### config.mk
export PLATFORM = sky130hd
export DESIGN_NAME = mem_test_driver_flat
export DESIGN_NICKNAME = d
export VERILOG_FILES = /design/src/rtl/mem_test_driver_if.sv /design/src/rtl/mem_test_driver.sv /design/src/flat_wrapper.sv
export SDC_FILE = /design/constraint.sdc
export NUM_CORES = 1
export LEC_CHECK = 0
export BUFFER_PORTS_ARGS = -buffer_cell sky130_fd_sc_hd__buf_2
export CORE_AREA = 2 2 222 224
export DETAILED_ROUTE_END_ITERATION = 12
export DIE_AREA = 0 0 224 226
export PLACE_DENSITY = 0.49
export SYNTH_ARGS = -nofsm -noshare
export SYNTH_HDL_FRONTEND = slang
export SYNTH_SLANG_ARGS = --single-unit
### constraint.sdc
create_clock -name clk -period 3.9 [get_ports clk]
set_input_delay 0.39 -clock clk [delete_from_list [all_inputs] [get_ports clk]]
set_output_delay 0.39 -clock clk [all_outputs]
set_load 0.005 [all_outputs]
### src/rtl/mem_test_driver_if.sv
// Memory-side bus of the march-test initiator: control and write data out,
// registered read data back.
interface mem_test_driver_if #(
    parameter int SIZE  = 16,
    parameter int WIDTH = 256
);
    logic             sel;
    logic             we;
    logic [SIZE-1:0]  adr;
    logic [WIDTH-1:0] dat_o;
    logic [WIDTH-1:0] dat_i;

    modport master (output sel, output we, output adr, output dat_o, input dat_i);
    modport slave  (input sel, input we, input adr, input dat_o, output dat_i);
endinterface

### src/rtl/mem_test_driver.sv
// Two-pass march BIST initiator: write P(a) then read/compare, then the same
// with ~P(a); reports pass, saturating error count and first failing address.
module mem_test_driver #(
    parameter int SIZE  = 16,
    parameter int WIDTH = 256
) (
    input  logic                   clk,
    input  logic                   reset,
    input  logic                   start,
    mem_test_driver_if.master      bus,
    output logic                   busy,
    output logic                   done,
    output logic                   pass,
    output logic [SIZE:0]          err_cnt,
    output logic [SIZE-1:0]        err_adr
);
    typedef enum logic [2:0] {IDLE, WRITE, READ, DRAIN, FINISH} state_t;

    localparam logic [SIZE-1:0] ADR_MAX = {SIZE{1'b1}};
    localparam logic [SIZE-1:0] ADR_ONE = {{(SIZE-1){1'b0}}, 1'b1};
    localparam logic [SIZE:0]   CNT_MAX = {(SIZE+1){1'b1}};
    localparam logic [SIZE:0]   CNT_ONE = {{SIZE{1'b0}}, 1'b1};

    state_t           state, state_n;
    logic             pass_sel, pass_sel_n;
    logic             sel_n, we_n, busy_n, done_n, pass_n;
    logic [SIZE-1:0]  adr_n, err_adr_n, cmp_adr, cmp_adr_n;
    logic [WIDTH-1:0] dat_n, cmp_exp, cmp_exp_n;
    logic [SIZE:0]    err_cnt_n;
    logic             err_seen, err_seen_n, cmp_vld, cmp_vld_n, mismatch;

    // Address replicated upward from bit 0, top copy truncated; inverted in pass 1.
    function automatic logic [WIDTH-1:0] pattern(input logic [SIZE-1:0] a, input logic inv);
        logic [WIDTH-1:0] p;
        for (int i = 0; i < WIDTH; i++) p[i] = a[i % SIZE];
        return inv ? ~p : p;
    endfunction

    always_comb begin
        // The compare stage runs independently of the sequencer below.
        mismatch   = cmp_vld && (bus.dat_i != cmp_exp);
        err_cnt_n  = err_cnt;
        err_adr_n  = err_adr;
        err_seen_n = err_seen;
        if (mismatch) begin
            if (err_cnt != CNT_MAX) err_cnt_n = err_cnt + CNT_ONE;
            if (!err_seen) begin
                err_seen_n = 1'b1;
                err_adr_n  = cmp_adr;
            end
        end

        state_n    = state;
        pass_sel_n = pass_sel;
        sel_n      = bus.sel;
        we_n       = bus.we;
        adr_n      = bus.adr;
        dat_n      = bus.dat_o;
        busy_n     = busy;
        done_n     = done;
        pass_n     = pass;
        cmp_vld_n  = 1'b0;
        cmp_exp_n  = cmp_exp;
        cmp_adr_n  = cmp_adr;

        case (state)
            IDLE, FINISH: begin
                if (start) begin
                    state_n    = WRITE;
                    pass_sel_n = 1'b0;
                    sel_n      = 1'b1;
                    we_n       = 1'b1;
                    adr_n      = '0;
                    dat_n      = pattern('0, 1'b0);
                    busy_n     = 1'b1;
                    done_n     = 1'b0;
                    pass_n     = 1'b0;
                    err_cnt_n  = '0;
                    err_adr_n  = '0;
                    err_seen_n = 1'b0;
                end
            end
            WRITE: begin
                if (bus.adr == ADR_MAX) begin
                    state_n = READ;
                    we_n    = 1'b0;
                    adr_n   = '0;
                end else begin
                    adr_n = bus.adr + ADR_ONE;
                    dat_n = pattern(bus.adr + ADR_ONE, pass_sel);
                end
            end
            READ: begin
                cmp_vld_n = 1'b1;
                cmp_exp_n = pattern(bus.adr, pass_sel);
                cmp_adr_n = bus.adr;
                if (bus.adr == ADR_MAX) begin
                    state_n = DRAIN;
                    sel_n   = 1'b0;
                    adr_n   = '0;
                end else begin
                    adr_n = bus.adr + ADR_ONE;
                end
            end
            DRAIN: begin
                if (!pass_sel) begin
                    state_n    = WRITE;
                    pass_sel_n = 1'b1;
                    sel_n      = 1'b1;
                    we_n       = 1'b1;
                    adr_n      = '0;
                    dat_n      = pattern('0, 1'b1);
                end else begin
                    // Final compare lands on this same edge, so judge on err_cnt_n.
                    state_n = FINISH;
                    busy_n  = 1'b0;
                    done_n  = 1'b1;
                    pass_n  = (err_cnt_n == '0);
                end
            end
            default: state_n = IDLE;
        endcase
    end

    always_ff @(posedge clk or posedge reset) begin
        if (reset) begin
            state     <= IDLE;
            pass_sel  <= 1'b0;
            bus.sel   <= 1'b0;
            bus.we    <= 1'b0;
            bus.adr   <= '0;
            bus.dat_o <= '0;
            busy      <= 1'b0;
            done      <= 1'b0;
            pass      <= 1'b0;
            err_cnt   <= '0;
            err_adr   <= '0;
            err_seen  <= 1'b0;
            cmp_vld   <= 1'b0;
            cmp_exp   <= '0;
            cmp_adr   <= '0;
        end else begin
            state     <= state_n;
            pass_sel  <= pass_sel_n;
            bus.sel   <= sel_n;
            bus.we    <= we_n;
            bus.adr   <= adr_n;
            bus.dat_o <= dat_n;
            busy      <= busy_n;
            done      <= done_n;
            pass      <= pass_n;
            err_cnt   <= err_cnt_n;
            err_adr   <= err_adr_n;
            err_seen  <= err_seen_n;
            cmp_vld   <= cmp_vld_n;
            cmp_exp   <= cmp_exp_n;
            cmp_adr   <= cmp_adr_n;
        end
    end
endmodule

### src/flat_wrapper.sv
// flat-port wrapper written by rule: the top's interface ports become plain ports
module mem_test_driver_flat 
#(
    parameter int SIZE  = 16,
    parameter int WIDTH = 256
)
  (clk, reset, start, busy, done, pass, err_cnt, err_adr, bus_sel, bus_we, bus_adr, bus_dat_o, bus_dat_i);
  mem_test_driver_if #(.SIZE(SIZE), .WIDTH(WIDTH)) bus_i ();
  input  logic clk;
  input  logic reset;
  input  logic start;
  output logic busy;
  output logic done;
  output logic pass;
  output logic [SIZE:0] err_cnt;
  output logic [SIZE-1:0] err_adr;
  output wire logic [$bits(bus_i.sel)-1:0] bus_sel;
  output wire logic [$bits(bus_i.we)-1:0] bus_we;
  output wire logic [$bits(bus_i.adr)-1:0] bus_adr;
  output wire logic [$bits(bus_i.dat_o)-1:0] bus_dat_o;
  input wire logic [$bits(bus_i.dat_i)-1:0] bus_dat_i;
  assign bus_sel = bus_i.sel;
  assign bus_we = bus_i.we;
  assign bus_adr = bus_i.adr;
  assign bus_dat_o = bus_i.dat_o;
  assign bus_i.dat_i = bus_dat_i;
  mem_test_driver #(.SIZE(SIZE), .WIDTH(WIDTH)) u_core (.clk(clk), .reset(reset), .start(start), .bus(bus_i), .busy(busy), .done(done), .pass(pass), .err_cnt(err_cnt), .err_adr(err_adr));
endmodule
==> results by group, run 1 <==
Clocking
  – Clk slew on worst S/H paths: 0.08 ns
  – Root buf cell: clkbuf_16
  – CTS Hold Buffers Added: 0
  – Post-CTS Setup Repair Bufs: 0
  – H-tree depth: 3
  – CTS Sinks: 108
  – Total CTS buffers: 9
  – Post-cts sizing count: 0
  – Clock latency on the worst-skew pair: 0.36 ns
  – Clk buf depth: 2
  – CTS tree: done

Yosys
  – Post-synth ARST share: 1.00
  – Syn avg cell area: 8.49 sq um
  – Post-synth top area cell: dfrtp_1
  – Register area share after synthesis: 0.295
  – Area share of the largest cell type after synthesis: 0.295
  – Cell Area, Synth: 0.00916 sq mm
  – Post-Syn Instances: 1078
  – Post-synth EDFFs: 0
  – Syn_nets: 1339
  – Primary FF master, synth: dfrtp_1
  – Post-synthesis register bit count: 108
  – Synth area leaders: dfrtp_1 (30%), buf_4 (20%), xnor2_1 (6.4%)
  – Netlist cell types: 55
  – Yosys warning total: 0

STA
  – Fin crit period: 3.60 ns
  – Period utilization: 0.922
  – Slew Limit Fails: 0
  – Max Freq: 0.278 GHz
  – Slew @ Worst Pin: 1.12 ns
  – Setup tns final: 0 ns
  – Rel. slew slack: 0.251
  – Setup violators final: 0
  – RSZ-0062 raised after global routing: false
  – Hold_ws: 0.171 ns
  – Post-route setup slack: 0.304 ns
  – Final setup skew: 0.0139 ns
  – Hold Fails Final Rpt: 0

Power and ir drop
  – PwrDens: 323 mW/mm^2
  – Max rail drop VDD: 0.210 mV
  – Final Power: 3660 uW
  – Leakage: 0.00608 uW

Floorplanning
  – Die area: 0.0506 sq mm
  – Die Y: 226 um
  – Starting Density: 0.189
  – Die Width: 224 um
  – FP Rows: 81
  – I/O pin count: 569
  – Core Box Area: 0.0483 sq mm

Placed design
  – Port-buffer cells: 568
  – Pre-CTS setup slack: 0.325 ns
  – DP HPWL: 31.0 mm
  – Area after DPL: 0.0110 sq mm
  – Placer Congestion: 0.905

Finish
  – Fin nets: 1662
  – Layout cell share with drive strength beyond 1: 0.457
  – Synthesis-to-layout area growth: 23.7%
  – Finished layout cell area: 0.0113 sq mm
  – Filler cells: 5316

Critical path
  – Worst R2R Path Depth: 11
  – Data required, critical path: 4.19 ns
  – Critical Path AT: 3.89 ns
  – Setup crit end kind: flip-flop
  – Critical Path Fanout Max: 10
  – WS Path Type: flip-flop to flip-flop
  – CP Launch Type: flip-flop

Global route
  – GRT overflow: 0
  – Vias in the first global route: 7820
  – Total track usage: 0.139
  – Initial antenna violation count: 3
  – Largest net degree at the start of global routing: 61
  – First-pass GRT wire length: 51.8 mm

Flow run
  – Max Cap Viol: 0

Detailed routing
  – Drc violations: 0
  – Routed vias: 8716
  – Drt total wl: 38.0 mm
  – Drt via density: 4.29
  – Initial DRC count: 429
  – Avg WL per Cell: 18.7 um
  – Drt first pass iters: 5
  – ANT nets after route: 0

Hold path
  – Hold Path Class: primary input to async pin

Status
  – Status: complete, no violations
[per-layer routing]
| metal | vias to the layer above | global-route usage | wire, um |
|---|---|---|---|
| met2 | 344 | 0.232 | 18500 |
| met4 | 0 | 0.0232 | 365 |
| met1 | 4173 | 0.189 | 17000 |
| met5 | - | 0 | 0 |
| met3 | 29 | 0.0237 | 2110 |
| li1 | 4170 | - | - |
[path summary, 6_finish.rpt]
kind                                     start            endpoint  slack [ns]
min reg2reg                        u_core.busy         u_core.busy        0.49
min in group clk                         start     u_core.state[2]        0.32
min                                      reset  u_core.cmp_adr[12]        0.17
max in group asynchronous                reset   u_core.err_cnt[3]        2.81
max                        u_core.cmp_exp[248]         u_core.pass        0.30
max reg2reg                u_core.cmp_exp[248]         u_core.pass        0.30
[per-stage QoR]
| stage | cells | utilization |
|---|---|---|
| 3_3_place_gp | 2012 | 0.228 |
| 5_1_grt | 2029 | 0.234 |
| 2_1_floorplan | 1078 | - |
| 4_1_cts | 2028 | 0.234 |
| 3_5_place_dp | 2012 | 0.228 |
| 6_report | 2030 | 0.234 |
[synthesized netlist by cell type (2+ instances only)]
library cell	n
o22ai_1	8
nor4_1	12
and3_1	33
buf_1	9
clkbuf_1	30
nand3_1	36
or4_1	28
a221oi_1	6
buf_2	6
nor2_1	72
mux2i_1	39
or2_2	3
buf_4	241
a222oi_1	2
a21oi_1	24
xor2_1	63
o31ai_1	2
ha_1	2
a211oi_1	5
nor2b_1	2
and2_1	5
nand2b_1	5
a2bb2oi_1	3
inv_1	6
nor4b_1	2
xnor2_1	67
or3_1	20
nand2_1	65
a22oi_1	3
dfrtp_1	108
o21ai_0	62
buf_6	3
nand4_1	44
a22o_1	2
mux2_2	16
nor3_1	25
[layout by cell type (no fill, tap or decap), types with 32 or more instances in the layout]
cell       n
and3_1    33
buf_2    568
buf_4     32
dfrtp_1  108
mux2i_1   39
nand2_1   65
nand3_1   36
nand4_1   44
nor2_1    72
o21ai_0   62
xnor2_1   67
xor2_1    63
[where the power goes]
group | internal, uW | switching (uW) | total, uW
registers | 1190 | 277 | 1460
logic | 653 | 598 | 1250
clock network | 465 | 484 | 949
[area by class of cell]
cell class | count | area [sq um] | share of cell area
sequential | 108 | 2700 | 0.239
clock inverter | 6 | 57.6 | 0.00508
clock buffer | 10 | 239 | 0.0211
antenna | 2 | 5.00 | 0.000442
timing repair buffer | 601 | 3100 | 0.274
inverter | 6 | 25.0 | 0.00221
multi-input combinational | 675 | 4420 | 0.390
tap | 622 | 778 | 0.0687
[kinds of logic (layout without fill, tap and decap cells)]
group / Yosys count / after routing / share of synthesized area
AOI/OAI and AO/OA: 129 / 129 / 0.0842
xor gates and xnor gates: 130 / 130 / 0.124
adders and majority gates: 2 / 2 / 0.00273
buffers and inverters: 295 / 623 / 0.223
DFF: 108 / 108 / 0.295
muxes: 55 / 55 / 0.0623
other: 0 / 2 / 0
and+or+nand+nor: 359 / 359 / 0.208
[worst max-delay path, cell delays in order (launching register included)]
cell and delay, ns:
dfrtp_1 0.52, or4_1 0.56, mux2i_1 0.28, nand4_1 0.24, or4_4 0.49, nor4_4 0.28, buf_4 0.19, a21oi_2 0.13
or4_1 0.41, a2bb2oi_1 0.19, nand4bb_1 0.12, o21ai_1 0.12
[state kept, by name (all words and copies together) (netlist names)]
| signal | flops |
|---|---|
| u_core.bus.adr | 16 |
| u_core.bus.dat_o | 16 |
| u_core.bus.sel | 1 |
| u_core.bus.we | 1 |
| u_core.busy | 1 |
| u_core.cmp_adr | 16 |
| u_core.cmp_exp | 16 |
| u_core.cmp_vld | 1 |
| u_core.done | 1 |
| u_core.err_adr | 16 |
| u_core.err_cnt | 17 |
| u_core.err_seen | 1 |
| u_core.pass | 1 |
| u_core.pass_sel | 1 |
| u_core.state | 3 |
No activity file was read; power rests on OpenSTA's default activity.
==> run 2, diff against run 1 <==
--- a/config.mk
+++ b/config.mk
@@ -5,11 +5,11 @@
 export SDC_FILE = /design/constraint.sdc
 export NUM_CORES = 1
 export LEC_CHECK = 0
+export ABC_AREA = 1
 export BUFFER_PORTS_ARGS = -buffer_cell sky130_fd_sc_hd__buf_2
-export CORE_AREA = 2 2 222 224
+export CORE_AREA = 2 2 223 225
 export DETAILED_ROUTE_END_ITERATION = 12
-export DIE_AREA = 0 0 224 226
-export PLACE_DENSITY = 0.49
+export DIE_AREA = 0 0 225 227
 export SYNTH_ARGS = -nofsm -noshare
 export SYNTH_HDL_FRONTEND = slang
 export SYNTH_SLANG_ARGS = --single-unit
==> constraint.sdc (replaced) <==
create_clock -name clk -period 3.4 [get_ports clk]
set_input_delay 0.34 -clock clk [delete_from_list [all_inputs] [get_ports clk]]
set_output_delay 0.34 -clock clk [all_outputs]
set_load 0.005 [all_outputs]
==> run 2 against run 1 <==
  * First-iteration DRC count up 62%
  * Die area is 0.89% higher
  * Combinational power grew to 4.9 times the previous value
  * Routed wire length is 22% higher
  * Largest cell class unchanged
  * Clock skew fell by 0.0016 ns
  * Worst hold slack lost 0.078 ns
  * Largest power group is now combinational logic
  * Clock power increased by 18%
  * Synthesized area increased by 24%
==> results by group, run 2 <==
Clocking
  – Post-CTS Setup Repair Bufs: 0
  – Total CTS buffers: 9
  – CTS Sinks: 108
  – Clock latency on the worst-skew pair: 0.37 ns
  – CTS Hold Buffers Added: 0
  – CTS tree: done
  – H-tree depth: 3
  – Clk buf depth: 2
  – Clk slew on worst S/H paths: 0.08 ns
  – Root buf cell: clkbuf_16
  – Post-cts sizing count: 0

Detailed routing
  – Drt first pass iters: 5
  – Drt via density: 4.18
  – Drt total wl: 46.5 mm
  – Routed vias: 11700
  – Avg WL per Cell: 16.6 um
  – Drc violations: 0
  – ANT nets after route: 0
  – Initial DRC count: 697

Flow run
  – Max Cap Viol: 0

Yosys
  – Synth cell count leaders: nand2_1 (626), buf_4 (251), inv_1 (233)
  – Post-synth EDFFs: 0
  – Syn avg cell area: 6.17 sq um
  – Post-Syn Instances: 1847
  – Register area share after synthesis: 0.237
  – Synth area leaders: dfrtp_1 (24%), nand2_1 (21%), buf_4 (17%)
  – Yosys warning total: 0
  – Post-synth top area cell: dfrtp_1
  – Top-count cell post-synth: nand2_1
  – Primary FF master, synth: dfrtp_1
  – Cell Area, Synth: 0.0114 sq mm
  – Area share of the largest cell type after synthesis: 0.237
  – Syn_nets: 2108
  – Post-synth ARST share: 1.00
  – Post-synthesis register bit count: 108
  – Netlist cell types: 42

Placed design
  – Port-buffer cells: 568
  – Area after DPL: 0.0130 sq mm
  – Placer Congestion: 0.941
  – DP HPWL: 38.4 mm

STA
  – RSZ-0062 raised after global routing: false
  – Rel. slew slack: 0.476
  – Max Freq: 0.336 GHz
  – Fin crit period: 2.98 ns
  – Hold Fails Final Rpt: 0
  – Setup violators final: 0
  – Slew Limit Fails: 0
  – Slew @ Worst Pin: 0.786 ns
  – Setup tns final: 0 ns
  – Period utilization: 0.875
  – Final setup skew: 0.0123 ns

Floorplanning
  – Die area: 0.0511 sq mm
  – Die Width: 225 um
  – Die Y: 227 um
  – Starting Density: 0.235
  – FP Rows: 81
  – Core Box Area: 0.0485 sq mm
  – I/O pin count: 569

Critical path
  – Biggest cell delay along the critical path: 0.35 ns
  – Critical Path Fanout Max: 32
  – Cell family with most CP delay: simple AND/OR/NAND/NOR gates
  – Critical Path AT: 3.27 ns
  – Worst setup path start: u_core.cmp_exp[249]
  – Worst R2R Start: u_core.cmp_exp[249]
  – Levels on crit path: 18
  – Crit-path most repeated cell: nand2_1
  – WS Path Type: flip-flop to flip-flop
  – Setup crit end kind: flip-flop
  – CP Launch Type: flip-flop
  – Worst R2R Path Depth: 18
  – Data required, critical path: 3.69 ns
  – Cells along the critical path: buf_4, inv_1, buf_4, nand2_1, nand2_1, nor2_1, nand2_1, nor2_1, nand2_1, nor2_1, nand2_1, nor2_2, nand2_4, nand2_4, or2_1, buf_12, o21ai_1, a21oi_2
  – WP buf/inv: 4
  – CP max-delay cell: dfrtp_1

Finish
  – Max FFs per register: 17
  – Largest Register: u_core.err_cnt
  – Fin nets: 2422
  – Area of the multi-input gates: 0.00552 sq mm
  – Most common cell after layout, fill and taps aside: nand2_1
  – Synthesis-to-layout area growth: 17.3%
  – Sequential Area: 0.00270 sq mm
  – Finished layout cell area: 0.0134 sq mm
  – Filler cells: 5587
  – Commonest cells after routing, fill and taps aside: nand2_1 (626), buf_2 (568), inv_1 (232)
  – Layout cell share with drive strength beyond 1: 0.307

Status
  – Status: complete, no violations

Global route
  – Total track usage: 0.169
  – GRT overflow: 0
  – First-pass GRT wire length: 64.1 mm
  – Initial antenna violation count: 10
  – Largest net degree at the start of global routing: 62
  – Vias in the first global route: 10100

Power and ir drop
  – PwrDens: 734 mW/mm^2
  – Final Power: 9800 uW
  – Leakage: 0.00784 uW
  – Max rail drop VDD: 0.449 mV

Hold path
  – Hold Path Class: primary input to async pin
[run 2: changes by cell type in the layout (fill, tap and decap cells not counted), sizes merged, moves of 24 or more]
cell	delta
xnor2	-51
mux2i	-39
nor2	+136
and3	-33
or4	-29
nand2	+565
inv	+245
o21ai	+24
nand4	-36
[run 2: final timing paths]
kind / endpoint / slack [ns]
worst max-delay path: u_core.err_adr[10] / 0.42
worst min-delay path: u_core.cmp_exp[250] / 0.09
worst max register to register: u_core.err_adr[10] / 0.42
worst min register to register: u_core.busy / 0.49
max in group asynchronous: u_core.cmp_exp[254] / 2.51
min in group clk: u_core.state[2] / 0.39
[run 2: through the flow]
stage / util / setup slack (ns) / hold WS [ns] / std cells
floorplan: - / 0.214 / 0.448 / 1847
global placement: 0.269 / 0.168 / 0.451 / 2772
detailed placement: 0.269 / 0.198 / 0.476 / 2772
CTS: 0.275 / 0.176 / 0.127 / 2788
global route: 0.275 / 0.139 / 0.167 / 2794
finish: 0.275 / 0.424 / 0.0934 / 2795
[run 2: worst reg2reg max path: stages, from the launching register on]
cell and delay (ns):
dfrtp_1 0.35, buf_4 0.17, inv_1 0.19, buf_4 0.22
nand2_1 0.06, nand2_1 0.05, nor2_1 0.08, nand2_1 0.10
nor2_1 0.11, nand2_1 0.05, nor2_1 0.23, nand2_1 0.10
nor2_2 0.18, nand2_4 0.17, nand2_4 0.22, or2_1 0.17
buf_12 0.20, o21ai_1 0.11, a21oi_2 0.13
[run 2: report_power, final]
group          switching, uW  total, uW  internal (uW)
Combinational           3640       6180           2540
Clock                    591       1120            533
Sequential               845       2500           1650
Total                   5070       9800           4730
[run 2: kinds of logic (layout without fill, tap and decap cells)]
group	count (synthesis)	after routing	share of synthesized area
compound gates	159	159	0.0825
xor+xnor	93	93	0.0715
fa+ha+maj	2	2	0.00220
buf+inv	547	866	0.278
flops	108	108	0.237
other cells	0	7	0
simple gates	938	938	0.329
[run 2: final cells by class]
| type | count | share of cell area |
|---|---|---|
| timing repair buffer | 597 | 0.230 |
| tap | 622 | 0.0582 |
| clock inverter | 7 | 0.00627 |
| antenna | 7 | 0.00131 |
| multi-input combinational | 1192 | 0.413 |
| clock buffer | 9 | 0.0169 |
| sequential | 108 | 0.202 |
| inverter | 253 | 0.0716 |
[run 2: per-layer routing]
metal / global-route usage / part of all wire / vias up
li1: - / - / 5966
met1: 0.206 / 0.41 / 5232
met2: 0.298 / 0.49 / 424
met3: 0.0386 / 0.073 / 53
met4: 0.0502 / 0.026 / 0
met5: 0 / 0 / -
==> run 3, diff against run 2 <==
==> constraint.sdc (replaced) <==
create_clock -name clk -period 2.9 [get_ports clk]
set_input_delay 0.29 -clock clk [delete_from_list [all_inputs] [get_ports clk]]
set_output_delay 0.29 -clock clk [all_outputs]
set_load 0.005 [all_outputs]
==> run 3 against run 2 <==
  * Global-route usage rose by 0.26 points
  * First-iteration DRC count rose by 8.3%
  * Clock-buffer cell count did not move
  * Via count rose by 0.76%
  * Critical path depth rose by 2
  * Highest routed layer is now met5
==> results by group, run 3 (synthesized netlist as in run 2, its figures left out) <==
Status
  – Status: complete, no violations

STA
  – Setup tns final: 0 ns
  – Rel. slew slack: 0.503
  – Max Freq: 0.379 GHz
  – Final setup skew: 0.0115 ns
  – Hold Fails Final Rpt: 0
  – Slew @ Worst Pin: 0.744 ns
  – Fin crit period: 2.64 ns
  – Slew Limit Fails: 0
  – RSZ-0062 raised after global routing: false
  – Period utilization: 0.910
  – Setup violators final: 0

Placed design
  – Placer Congestion: 0.956
  – Port-buffer cells: 568
  – DP HPWL: 38.5 mm
  – Area after DPL: 0.0132 sq mm

Critical path
  – Critical Path Fanout Max: 17
  – Worst reg-to-reg setup slack: 0.26 ns
  – Worst setup path start: u_core.cmp_exp[247]
  – WS Path Type: flip-flop to flip-flop
  – Biggest cell delay along the critical path: 0.39 ns
  – CP max-delay cell: dfrtp_1
  – Worst R2R Path Depth: 20
  – Cells along the critical path: buf_12, inv_2, nand2_1, nand2_1, nor2_1, nand2_1, nor2_1, nand2_1, nor2_1, nand2_1, nor2_2, nand2_4, buf_12, nand3_1, nand2_1, nor2_1, nand2_1, nor2_1, nand3_1, nand2_1
  – Setup crit end kind: flip-flop
  – Worst R2R Start: u_core.cmp_exp[247]
  – Crit-path most repeated cell: nand2_1
  – Critical Path AT: 2.94 ns
  – CP Launch Type: flip-flop
  – Reg-to-reg endpoint: u_core.pass
  – Capture point of the worst path: u_core.pass
  – Data required, critical path: 3.20 ns

Power and ir drop
  – Leakage: 0.00795 uW
  – PwrDens: 858 mW/mm^2
  – Seq pwr share: 0.235
  – Clock Power Share: 0.115
  – Sw Ratio: 0.507
  – Net Switching: 5920 uW
  – Max rail drop VDD: 0.491 mV
  – Internal power: 5750 uW
  – Combinational share of power: 0.650

Clocking
  – Clk buf depth: 2
  – H-tree depth: 3
  – CTS tree: done
  – CTS Sinks: 108
  – Root buf cell: clkbuf_16
  – Total CTS buffers: 9
  – Clock latency on the worst-skew pair: 0.36 ns
  – Clk slew on worst S/H paths: 0.09 ns
  – CTS Hold Buffers Added: 0

Finish
  – Commonest cells after routing, fill and taps aside: nand2_1 (626), buf_2 (568), inv_1 (232)
  – Sequential Area: 0.00270 sq mm
  – Area of the multi-input gates: 0.00554 sq mm
  – Largest Register: u_core.err_cnt
  – Synthesis-to-layout area growth: 19.5%
  – Finished layout cell area: 0.0136 sq mm
  – Fin nets: 2439
  – Max FFs per register: 17
  – Most common cell after layout, fill and taps aside: nand2_1
  – Layout cell share with drive strength beyond 1: 0.312
  – Filler cells: 5550

Detailed routing
  – Drt total wl: 46.5 mm
  – Drc violations: 0
  – Drt first pass iters: 5
  – Initial DRC count: 755
  – Routed vias: 11800
  – ANT nets after route: 0
  – Drt via density: 4.19
  – Avg WL per Cell: 16.6 um

Floorplanning
  – I/O pin count: 569
  – Starting Density: 0.235
  – Core Box Area: 0.0485 sq mm
  – Die area: 0.0511 sq mm
  – Die Width: 225 um
  – Die Y: 227 um
  – FP Rows: 81

Flow run
  – Max Cap Viol: 0

Global route
  – Vias in the first global route: 10700
  – Total track usage: 0.172
  – GRT overflow: 0
  – Largest net degree at the start of global routing: 45
  – Initial antenna violation count: 6
  – First-pass GRT wire length: 65.9 mm

Hold path
  – Hold Path Class: primary input to async pin
==> run 3: cell count changes in the layout (fill, tap and decap cells not counted), moves of 2 or more <==
cell,before,now
inv_8,3,1
clkinvlp_4,0,3
buf_12,1,10
buf_4,28,36
inv_6,2,0
diode_2,7,4
==> run 3: how the worst min path moves through the flow <==
stage,end,slack (ns),cells past startpoint
4_1_cts,u_core.state[1],0.05,2
3_3_place_gp,u_core.err_cnt[14],0.45,2
2_1_floorplan,u_core.cmp_adr[0],0.45,2
6_report,u_core.err_adr[14],0.05,2
3_5_place_dp,u_core.err_cnt[15],0.46,2
5_1_grt,u_core.cmp_adr[14],0.08,2
==> run 3: what timing repair did <==
| item | 4_1_cts | 5_1_grt |
|---|---|---|
| endpoints found under the setup margin | 0 | 17 |
| hold endpoints to repair | 0 | 0 |
| gates resized for setup | 0 | 2 |
| setup buffers | 0 | 7 |
==> run 3: power by group through the flow <==
stage          registers, uW  logic [uW]  clock network (uW)
4_1_cts                 2780        7690                1380
3_5_place_dp            2800        7660                   0
5_1_grt                 2880        8550                1450
3_3_place_gp            2790        7650                   0
6_report                2750        7590                1340
2_1_floorplan           2590        6430                   0
==> run 3: worst max-delay path, delay by kind of cell (launching register included) <==
kind | cells | cell delay [ns]
buffers and inverters | 3 | 0.49
and+or+nand+nor | 17 | 1.69
DFF | 1 | 0.39
==> run 3: cell type report <==
| cell class | instances | area share |
|---|---|---|
| multi-input combinational | 1192 | 0.407 |
| timing repair buffer | 614 | 0.243 |
| sequential | 108 | 0.199 |
| inverter | 253 | 0.0704 |
| tap | 622 | 0.0572 |
| clock buffer | 9 | 0.0165 |
| clock inverter | 7 | 0.00634 |
| antenna | 4 | 0.000735 |
==> run 3: stage by stage <==
stage | total power (uW) | setup WS, ns | hold WS, ns | utilization | cells
after floorplan | 9020 | 0.672 | 0.448 | - | 1847
after global placement | 10400 | 0.0818 | 0.451 | 0.272 | 2782
after detailed placement | 10500 | 0.0787 | 0.457 | 0.272 | 2782
after CTS | 11900 | 0.0548 | 0.0520 | 0.279 | 2798
after global routing | 12900 | 0.0197 | 0.0831 | 0.280 | 2806
final | 11700 | 0.260 | 0.0452 | 0.280 | 2809
==> run 3: per-layer routing <==
layer,GRT usage,up-vias,wire [um]
li1,-,6022,-
met1,0.213,5256,19500
met2,0.300,429,22500
met3,0.0351,53,3290
met4,0.0530,4,1220
met5,0,-,27
